===== config.mk =====
export PLATFORM = sky130hd
export DESIGN_NAME = fetch_unit
export DESIGN_NICKNAME = d
export VERILOG_FILES = /design/src/rtl/cpu_pkg.sv /design/src/rtl/fetch_unit.sv
export SDC_FILE = /design/constraint.sdc
export NUM_CORES = 1
export LEC_CHECK = 0
export ABC_AREA = 1
export CORE_ASPECT_RATIO = 0.7
export CORE_MARGIN = 8
export CORE_UTILIZATION = 30
export CTS_BUF_LIST = sky130_fd_sc_hd__clkbuf_4 sky130_fd_sc_hd__clkbuf_8
export CTS_CLUSTER_DIAMETER = 200
export DETAILED_ROUTE_END_ITERATION = 6
export MAX_ROUTING_LAYER = met4
export SLEW_MARGIN = 30
export SYNTH_ARGS = -nofsm -noshare
export SYNTH_HDL_FRONTEND = slang
export SYNTH_SLANG_ARGS = --single-unit

===== constraint.sdc =====
create_clock -name clk -period 1.93 [get_ports clk]
set_input_delay 0.193 -clock clk [delete_from_list [all_inputs] [get_ports clk]]
set_output_delay 0.193 -clock clk [all_outputs]
set_load 0.02 [all_outputs]

===== src/rtl/cpu_pkg.sv =====
// Shared CPU definitions: opcode encodings, fetch-stage state codes and
// program depth.
package cpu_pkg;

  localparam logic [3:0] OP_SETC  = 4'b0000;
  localparam logic [3:0] OP_INPUT = 4'b0001;
  localparam logic [3:0] OP_COPY  = 4'b0010;
  localparam logic [3:0] OP_ADD   = 4'b0100;
  localparam logic [3:0] OP_NEG   = 4'b0101;
  localparam logic [3:0] OP_AND   = 4'b0110;
  localparam logic [3:0] OP_OR    = 4'b0111;
  localparam logic [3:0] OP_SHL   = 4'b1000;
  localparam logic [3:0] OP_GT    = 4'b1011;
  localparam logic [3:0] OP_JIF   = 4'b1100;
  localparam logic [3:0] OP_HALT  = 4'b1110;

  localparam int PROG_DEPTH = 128;

  typedef logic [1:0] fetch_state_t;

  localparam fetch_state_t ST_IDLE   = 2'd0;
  localparam fetch_state_t ST_RUN    = 2'd1;
  localparam fetch_state_t ST_HALTED = 2'd2;
  localparam fetch_state_t ST_FAULT  = 2'd3;

endpackage


===== src/rtl/fetch_unit.sv =====
// Program counter and instruction-fetch stage in front of instructionMemory.
// Handles start, stall, jump redirect, HALT detection and out-of-range faults,
// and counts retired fetches since the last start.
module fetch_unit #(
  parameter int          ADDR_WIDTH  = 8,
  parameter int          PROG_DEPTH  = cpu_pkg::PROG_DEPTH,
  parameter logic [3:0]  HALT_OPCODE = cpu_pkg::OP_HALT
) (
  input  logic                  clk,
  input  logic                  reset,
  input  logic                  start,
  input  logic [7:0]            programSelect,
  input  logic                  stall,
  input  logic                  jumpValid,
  input  logic [ADDR_WIDTH-1:0] jumpTarget,
  input  logic [15:0]           instruction,
  output logic [ADDR_WIDTH-1:0] address,
  output logic [7:0]            programSelectOut,
  output logic [15:0]           instrReg,
  output logic                  instrValid,
  output logic [ADDR_WIDTH-1:0] pc,
  output logic                  running,
  output logic                  halted,
  output logic                  fault,
  output logic [15:0]           fetchCount
);

  import cpu_pkg::*;

  // Depth compared with one extra bit so PROG_DEPTH == 2**ADDR_WIDTH still works.
  localparam logic [ADDR_WIDTH:0]   DEPTH_EXT = (ADDR_WIDTH+1)'(PROG_DEPTH);
  localparam logic [ADDR_WIDTH-1:0] LAST_PC   = ADDR_WIDTH'(PROG_DEPTH - 1);

  fetch_state_t state;

  logic jump_ok;
  logic is_halt;

  // Redirect legality and HALT decode of the word currently on the bus.
  always_comb begin
    jump_ok = ({1'b0, jumpTarget} < DEPTH_EXT);
    is_halt = (instruction[15:12] == HALT_OPCODE);
  end

  // Status decode; address follows pc directly (combinational memory).
  always_comb begin
    address = pc;
    running = (state == ST_RUN);
    halted  = (state == ST_HALTED);
    fault   = (state == ST_FAULT);
  end

  // State machine, PC, instruction register and fetch counter.
  always_ff @(posedge clk or posedge reset) begin
    if (reset) begin
      state            <= ST_IDLE;
      pc               <= '0;
      instrReg         <= '0;
      instrValid       <= 1'b0;
      programSelectOut <= '0;
      fetchCount       <= '0;
    end else begin
      case (state)
        ST_RUN: begin
          if (jumpValid) begin
            // Redirect beats stall; the word on the bus this cycle is dropped.
            instrValid <= 1'b0;
            if (jump_ok) pc <= jumpTarget;
            else         state <= ST_FAULT;
          end else if (stall) begin
            instrValid <= 1'b0;
          end else begin
            instrReg   <= instruction;
            instrValid <= 1'b1;
            if (fetchCount != '1) fetchCount <= fetchCount + 16'd1;
            if (is_halt)              state <= ST_HALTED;
            else if (pc == LAST_PC)   state <= ST_FAULT;
            else                      pc    <= pc + 1'b1;
          end
        end
        default: begin
          // IDLE, HALTED and FAULT all wait for a start with a nonzero select.
          instrValid <= 1'b0;
          if (start && (programSelect != '0)) begin
            state            <= ST_RUN;
            pc               <= '0;
            programSelectOut <= programSelect;
            fetchCount       <= '0;
          end
        end
      endcase
    end
  end

endmodule

======== Yosys cells after proc, flatten, opt, wreduce, memory -nomap -nowiden ========
Cells that the tools add are included.
cells by class
  order comparisons ....................... 1
  add/sub/neg operators ................... 2
  bitwise logic cells ..................... 3
  equal/unequal tests ..................... 15
  reduce and logical (&&, ||, !) cells .... 8
  multiplexer cells ....................... 22
operator list
  cell                                                                     count
  16-bit 2-to-1 mux                                                        5
  8-bit 2-to-1 mux                                                         7
  16-bit by 1-bit adder with 16-bit output, second input constant          1
  16-bit inequality test, second input constant                            1
  2-bit 2-to-1 mux                                                         7
  3-bit inequality test, second input constant                             4
  8-bit by 1-bit adder with 8-bit output, second input constant            1
  8-bit by 7-bit == test with 1-bit output, second input constant          1
  8-bit less-than comparator, second input constant                        1
  4-bit AND reduction                                                      2
  8-bit nonzero test                                                       1
  5-bit AND reduction                                                      1
  2-bit == test, second input constant                                     2
  4-bit == test, second input constant                                     1
  2-bit inequality test, second input constant                             2
  4-bit by 2-bit inequality test with 1-bit output, second input constant  1
  1-bit 2-to-1 mux                                                         3
  3-bit by 2-bit inequality test with 1-bit output, second input constant  1
  1-bit inverter                                                           3
  3-bit AND reduction                                                      1
  2-bit by 1-bit == test with 1-bit output, second input constant          1
  2-bit by 1-bit inequality test with 1-bit output, second input constant  1
  2-bit AND reduction                                                      1
  2-bit nonzero test                                                       1
  1-bit logical AND                                                        1
storage, ports and cells
  word-level logic and storage cells ...... 57
  register bits after elaboration ......... 51
  input port bits ......................... 37

======== Logic depth before layout (Yosys ltp) ========
  depth after elaboration ................. 6
  mapped depth ............................ 12
  gate-level depth less buffers ........... 11

======== Worst setup path after synthesis ========
OpenSTA, ideal clock, no wires.
  kind .................................... flip-flop to flip-flop
  start ................................... register fetchCount[0]
  end ..................................... register fetchCount[0]
  setup time .............................. 0.065 ns
  path buffers ............................ 1
  setup slack ............................. 0.222 ns
  arrival time ............................ 1.643 ns
  cell stages (with the launch flop) ...... 12
  cells stage by stage .................... dfrtp_1 ha_1 nand2_2 nor2_4 nand2_1 nor2_1 nand2_1 nand2_2 nor2_2 buf_2 nand2_1 nand2_1
on the way
  word-level cells in the longest chain between the ends .. 5
RTL lines
  what                                      line              text
  start: declaration                        fetch_unit.sv:25  output logic [15:0] fetchCount
  start signal: assignment                  fetch_unit.sv:75  if (fetchCount != '1) fetchCount <= fetchCount + 16'd1;
  16-bit by 1-bit adder with 16-bit output  fetch_unit.sv:75
  16-bit 2-to-1 mux                         fetch_unit.sv:75
  16-bit 2-to-1 mux                         fetch_unit.sv:70  end else if (stall) begin
  16-bit 2-to-1 mux                         fetch_unit.sv:65  if (jumpValid) begin
  16-bit 2-to-1 mux                         fetch_unit.sv:63  case (state)
Parallel ways exist; a longest one is shown, timed or not. The select of a mux whose other input is x is not followed.
A chain may end at the register's enable or synchronous reset.

======== Final worst setup path ========
  start ................................... register state[1]
  end ..................................... output port running
on the way
  word-level cells in the longest chain between the ends .. 1
RTL lines
  what                                      line              text
  start: declaration                        fetch_unit.sv:34  fetch_state_t state;
  start signal: assignment                  fetch_unit.sv:56  state <= ST_IDLE;
  start signal: assignment                  fetch_unit.sv:69  else state <= ST_FAULT;
  start signal: assignment                  fetch_unit.sv:76  if (is_halt) state <= ST_HALTED;
  2-bit by 1-bit == test with 1-bit output  fetch_unit.sv:48  running = (state == ST_RUN);
  end: declaration                          fetch_unit.sv:22  output logic running,
No other way between the ends.

==> impl_metrics.tcl <==
set metrics [dict create \
    critPathMaxFanout 7 \
    ff2ff_path_depth 10 \
    cts_buffers 5 \
    gp_congestion 0.872 \
    skew_ns 0.0100 \
    finalHoldViolCount 0 \
    irDropWorstVdd_mv 0.435 \
    ys_warn_count 0 \
    initialDrtViolationCount 234 \
    cp-start-kind "flip-flop" \
    status "completed" \
    fp-row-count 29 \
    io_pins 97 \
    grt_pass1_wl_um 13800 \
    seq_area_frac_synth_pct 44.9 \
    clkLatencyLatePin_ns 0.32 \
    finalSetupTns_ns 0 \
    cts_hold_buf 0 \
    path_class "reg -> out" \
    maxCapViolCount 0 \
    die_x_um 132 \
    fin_util_pct 44.5 \
    clk_pin_slew_worst_paths_ns 0.11 \
    fmaxAchievable_mhz 547 \
    period_minus_slack_ns 1.83 \
    synth_area_um2 2840 \
    dpl_worst_slack_ns -0.0190 \
    max_slew_margin_pct 73.2 \
    finalCritPeriodShare_pct 94.7 \
    root_buffer "clkbuf_8" \
    power-per-cell-area_nw_per_um2 1270 \
    synthSimpleGateAreaFrac_pct 40.3 \
    cts_sinks 51 \
    dp_hpwl_um 6220 \
    vias_per_cell 4.48 \
    tightest_slew_ns 0.401 \
    wire_per_inst_um 13.0 \
    synth_fa_ha_area_share_pct 0.880 \
    slew_viol_final 0 \
    io_buffers 96 \
    rrSetupSlack_ns 0.15 \
    final_common_cell "nand2_1" \
    cts.path.max_buffers 2 \
    synth.ff_latch_count 51 \
    worst_slack_ns 0.102 \
    required_ns 1.74 \
    finalWirelength_um 8280 \
    synthCells 411 \
    synth_top_family_by_area "simple AND/OR/NAND/NOR gates" \
    grt_usage_pct 13.3 \
    num_antenna_cells 0 \
    drive_gt1_share_pct 7.99 \
    overflow 0 \
    grt_max_degree 52 \
    synth_mux_area_share_pct 0 \
    syn_area_per_cell_um2 6.92 \
    area_delta_synth_final_pct 43.0 \
    antenna_found_initial 0 \
    fin_nets 551 \
    synth-compound-area-share_pct 5.94 \
    layout_common_cells "nand2_1 (203), clkdlybuf4s50_1 (96), dfrtp_1 (51), nor2_1 (43), inv_1 (24)" \
    die_y_um 97.4 \
    vias 2855 \
    drc_errors 0 \
    die_area_um2 12900 \
    firstDrtPassIters 5 \
    synth_xor_area_share_pct 0.616 \
    core_area_um2 9140 \
    p_leak_nw 1.92 \
    synth_nets 450 \
    cts_max_level 2 \
    hold_class "in -> async" \
    rsz0062_at_grt "false" \
    cts_tree "built" \
    cp-end-kind "output pin" \
    grt_pass1_vias 2638 \
    ys_types 27 \
    ant_nets 0 \
    initial_utilization_pct 31.1 \
    setup_viol 0 \
    arrival_ns 1.63 \
]
[synth_stat cells]
master	number	area share (%)
nand2_1	203	27
dfrtp_1	51	45
nor2_1	43	5.7
inv_1	25	3.3
o21ai_0	16	2.8
nand3_1	11	1.9
a21oi_1	8	1.4
buf_4	8	2.1
inv_2	7	0.92
o21ai_1	5	0.88
nor2_2	4	0.88
nor2_4	4	1.6
nor3_1	4	0.70
buf_2	3	0.53
nand4_1	3	0.66
ha_1	2	0.88
nand2_2	2	0.44
nand2_4	2	0.79
o21a_1	2	0.53
a22o_1	1	0.31
buf_1	1	0.13
buf_6	1	0.40
nor3_2	1	0.35
or2_1	1	0.22
or2_2	1	0.22
xnor2_1	1	0.31
xor2_1	1	0.31
[timing repair]
| action | in CTS | in global routing |
|---|---|---|
| gates resized for setup | 0 | 1 |
| endpoints found under the setup margin | 0 | 16 |
| setup buffers | 0 | 0 |
[layout make-up]
cell class | count | area, µm²
Fill cell | 933 | 5080
Clock buffer | 5 | 68.8
Timing Repair Buffer | 107 | 1060
Sequential cell | 51 | 1280
Clock inverter | 3 | 28.8
Inverter | 32 | 120
Multi-Input combinational cell | 315 | 1360
Tap cell | 124 | 155
[state kept, by name, summed over array words and instances (netlist names)]
| name | flops |
|---|---|
| instrValid | 1 |
| fetchCount | 16 |
| programSelectOut | 8 |
| state | 2 |
| address | 8 |
| instrReg | 16 |
[cells by family after synthesis]
kind of cell / count (synthesis)
compound gates: 32
simple gates: 279
flops: 51
fa+ha+maj: 2
xor+xnor: 2
buf+inv: 45
[power breakdown]
| group | switching [mW] | internal [mW] |
|---|---|---|
| sequential | 0.267 | 1.42 |
| combinational | 1.62 | 1.19 |
| clock | 0.402 | 0.270 |
| total | 2.29 | 2.88 |
[worst max-delay path, cell delays in order, from the launching register on]
cell and delay (ns):
dfrtp_1 0.42, inv_2 0.08, nand2_4 0.09, inv_2 0.12, clkdlybuf4s50_1 0.61
[through the flow]
step	hold WS, ns	instances	power, mW	area (µm²)
floorplan	0.310	411	3.28	2840
global placement	0.455	629	4.53	3960
detailed placement	0.460	629	4.55	3960
CTS	0.240	637	5.24	4060
global route	0.266	637	5.56	4070
finish	0.229	637	5.17	4070
[layer usage]
| metal | wire, µm | global-route usage, % | vias up |
|---|---|---|---|
| li1 | - | - | 1458 |
| met1 | 4310 | 18.9 | 1315 |
| met2 | 3430 | 18.2 | 79 |
| met3 | 506 | 3.15 | 3 |
| met4 | 29 | 3.48 | 0 |
| met5 | 0 | - | - |
[final timing paths]
check                               startpoint                  end
hold / removal                           reset         instrReg[13]
min in group clk                instruction[5]          instrReg[5]
max in group asynchronous                reset        fetchCount[8]
setup / recovery                      state[1]              running
setup reg to reg                    address[1]           address[4]
hold reg to reg            programSelectOut[0]  programSelectOut[0]
No activity file was read; power rests on OpenSTA's default activity.
==> edit (config.mk and constraints unchanged) <==
Register the output `fetchCount` once more; this adds one clock of latency there. The other outputs are not delayed to match.
--- a/src/rtl/fetch_unit.sv
+++ b/src/rtl/fetch_unit.sv
@@ -31,6 +31,8 @@
   localparam logic [ADDR_WIDTH:0]   DEPTH_EXT = (ADDR_WIDTH+1)'(PROG_DEPTH);
   localparam logic [ADDR_WIDTH-1:0] LAST_PC   = ADDR_WIDTH'(PROG_DEPTH - 1);
 
+  logic [15:0] fetchCount_s0;
+
   fetch_state_t state;
 
   logic jump_ok;
@@ -58,7 +60,7 @@
       instrReg         <= '0;
       instrValid       <= 1'b0;
       programSelectOut <= '0;
-      fetchCount       <= '0;
+      fetchCount_s0    <= '0;
     end else begin
       case (state)
         ST_RUN: begin
@@ -72,7 +74,7 @@
           end else begin
             instrReg   <= instruction;
             instrValid <= 1'b1;
-            if (fetchCount != '1) fetchCount <= fetchCount + 16'd1;
+            if (fetchCount_s0 != '1) fetchCount_s0 <= fetchCount_s0 + 16'd1;
             if (is_halt)              state <= ST_HALTED;
             else if (pc == LAST_PC)   state <= ST_FAULT;
             else                      pc    <= pc + 1'b1;
@@ -85,11 +87,15 @@
             state            <= ST_RUN;
             pc               <= '0;
             programSelectOut <= programSelect;
-            fetchCount       <= '0;
+            fetchCount_s0    <= '0;
           end
         end
       endcase
     end
   end
 
+  always_ff @(posedge clk) begin
+    fetchCount <= fetchCount_s0;
+  end
+
 endmodule
Function: changed (Yosys sat finds a counterexample within 4 cycles, from zero or initial values and one cycle with reset high).
==> edit against the original RTL <==
- sequential cell count is 16 higher
- hold slack worse by 0.077 ns
- setup slack worse by 0.0036 ns
- total power is 17% higher
- area after synthesis is 12% higher
- routed wire length is 2.7% lower
- count of clock-buffer cells in the layout is 5 higher
- final area is 11% higher
==> edit: results (changes against the original RTL) <==
Status
  – Status: complete, no violations

Synthesis
  – Syn nets: 440 (-2.2%)
  – Sequential area share after synthesis: 50.26% (+5.4 points)
  – Syn_area_per_cell: 7.922 µm² (+15%)
  – Top cells by area, synth: dfrtp_1 (40%), nand2_1 (20%), dfxtp_1 (10%)
  – Async S/R FF share, synth: 76.12% (-24 points)

STA
  – Slew @ Worst Pin: 0.4078 ns (+0.006515 ns)
  – Fin Hold WS: 0.1520 ns (-0.07656 ns)
  – Clock Skew: 0.008990 ns (-0.001036 ns)
  – Tcrit/Tclk final: 94.90% (+0.19 points)

Global routing
  – M2 GR Usage: 17.75% (-0.42 points)
  – First-pass GRT wire length: 14040 µm (+1.5%)
  – Pin count of the biggest net entering global routing: 36 (-31%)
  – Vias in the first global route: 2869 (+8.8%)

Place
  – DP Area: 4267 µm² (+7.6%)
  – GPL Wtd Cong: 0.7984 (-8.5%)
  – DP Cell Count: 624 (-0.79%)
  – Setup WS pre-CTS: 0.1366 ns (+0.1556 ns)
  – Hpwl dp: 6102 µm (-1.8%)

Route
  – Detailed Routing Iterations Pass 1: 4 (-1)
  – Met2 wire len: 3188 µm (-7.1%)
  – Routed vias/inst: 4.417 (-1.5%)
  – Routed wl met3: 668 µm (+32%)
  – Routed length per instance: 12.57 µm (-3.3%)

Worst setup path
  – Worst Setup EP: halted
  – Worst R2R End: address[1]
  – CP peak stage delay: 0.65 ns (+0.04 ns)
  – Critical path fanouts, max: 4 (-3)
  – Worst reg2reg setup slack: 0.28 ns (+0.13 ns)

Clocking
  – H-tree depth: 3 (+1)
  – Reg clk slew, reported paths: 0.08 ns (-0.03 ns)

Final layout
  – Final #Nets: 543 (-1.5%)
  – Top Registers: fetchCount x16, fetchCount_s0 x16, instrReg x16
  – Share of layout cells above drive strength 1: 9.823% (+1.8 points)

Power and ir drop
  – Pwr per Cell Area: 1344 nW/µm² (+5.6%)
-- edit: power breakdown --
group          total, mW  switching (mW)  internal [mW]
registers           2.05           0.285           1.76
clock network       1.33           0.565          0.765
logic               2.68            1.53           1.15
total               6.05            2.38           3.68
-- edit: worst max-delay path, delay by kind of cell (launching register included) --
family        cells  cell delay [ns]
buf+inv           2             0.72
simple gates      1             0.09
flops             1             0.48
-- edit: final cells by class --
class	count	area [µm²]	share of cell area, %
clock buffer	10	137.6	3.056
clock inverter	6	87.58	1.945
inverter	30	122.6	2.723
multi-input combinational	290	1346	29.90
sequential	67	1597	35.45
tap	132	165.2	3.668
timing repair buffer	106	1047	23.26
-- edit: cell families (layout without fill, tap and decap cells) --
logic type               Yosys count  count (layout)  share of synthesized area (%)
flip-flops                        67              67                          50.26
AND/OR/NAND/NOR                  241             241                          32.85
adder cells (fa/ha/maj)            2               2                         0.7876
AO/OA/AOI/OAI                     45              45                          8.035
buffers and inverters             44             152                          7.523
XOR/XNOR                           2               2                         0.5515
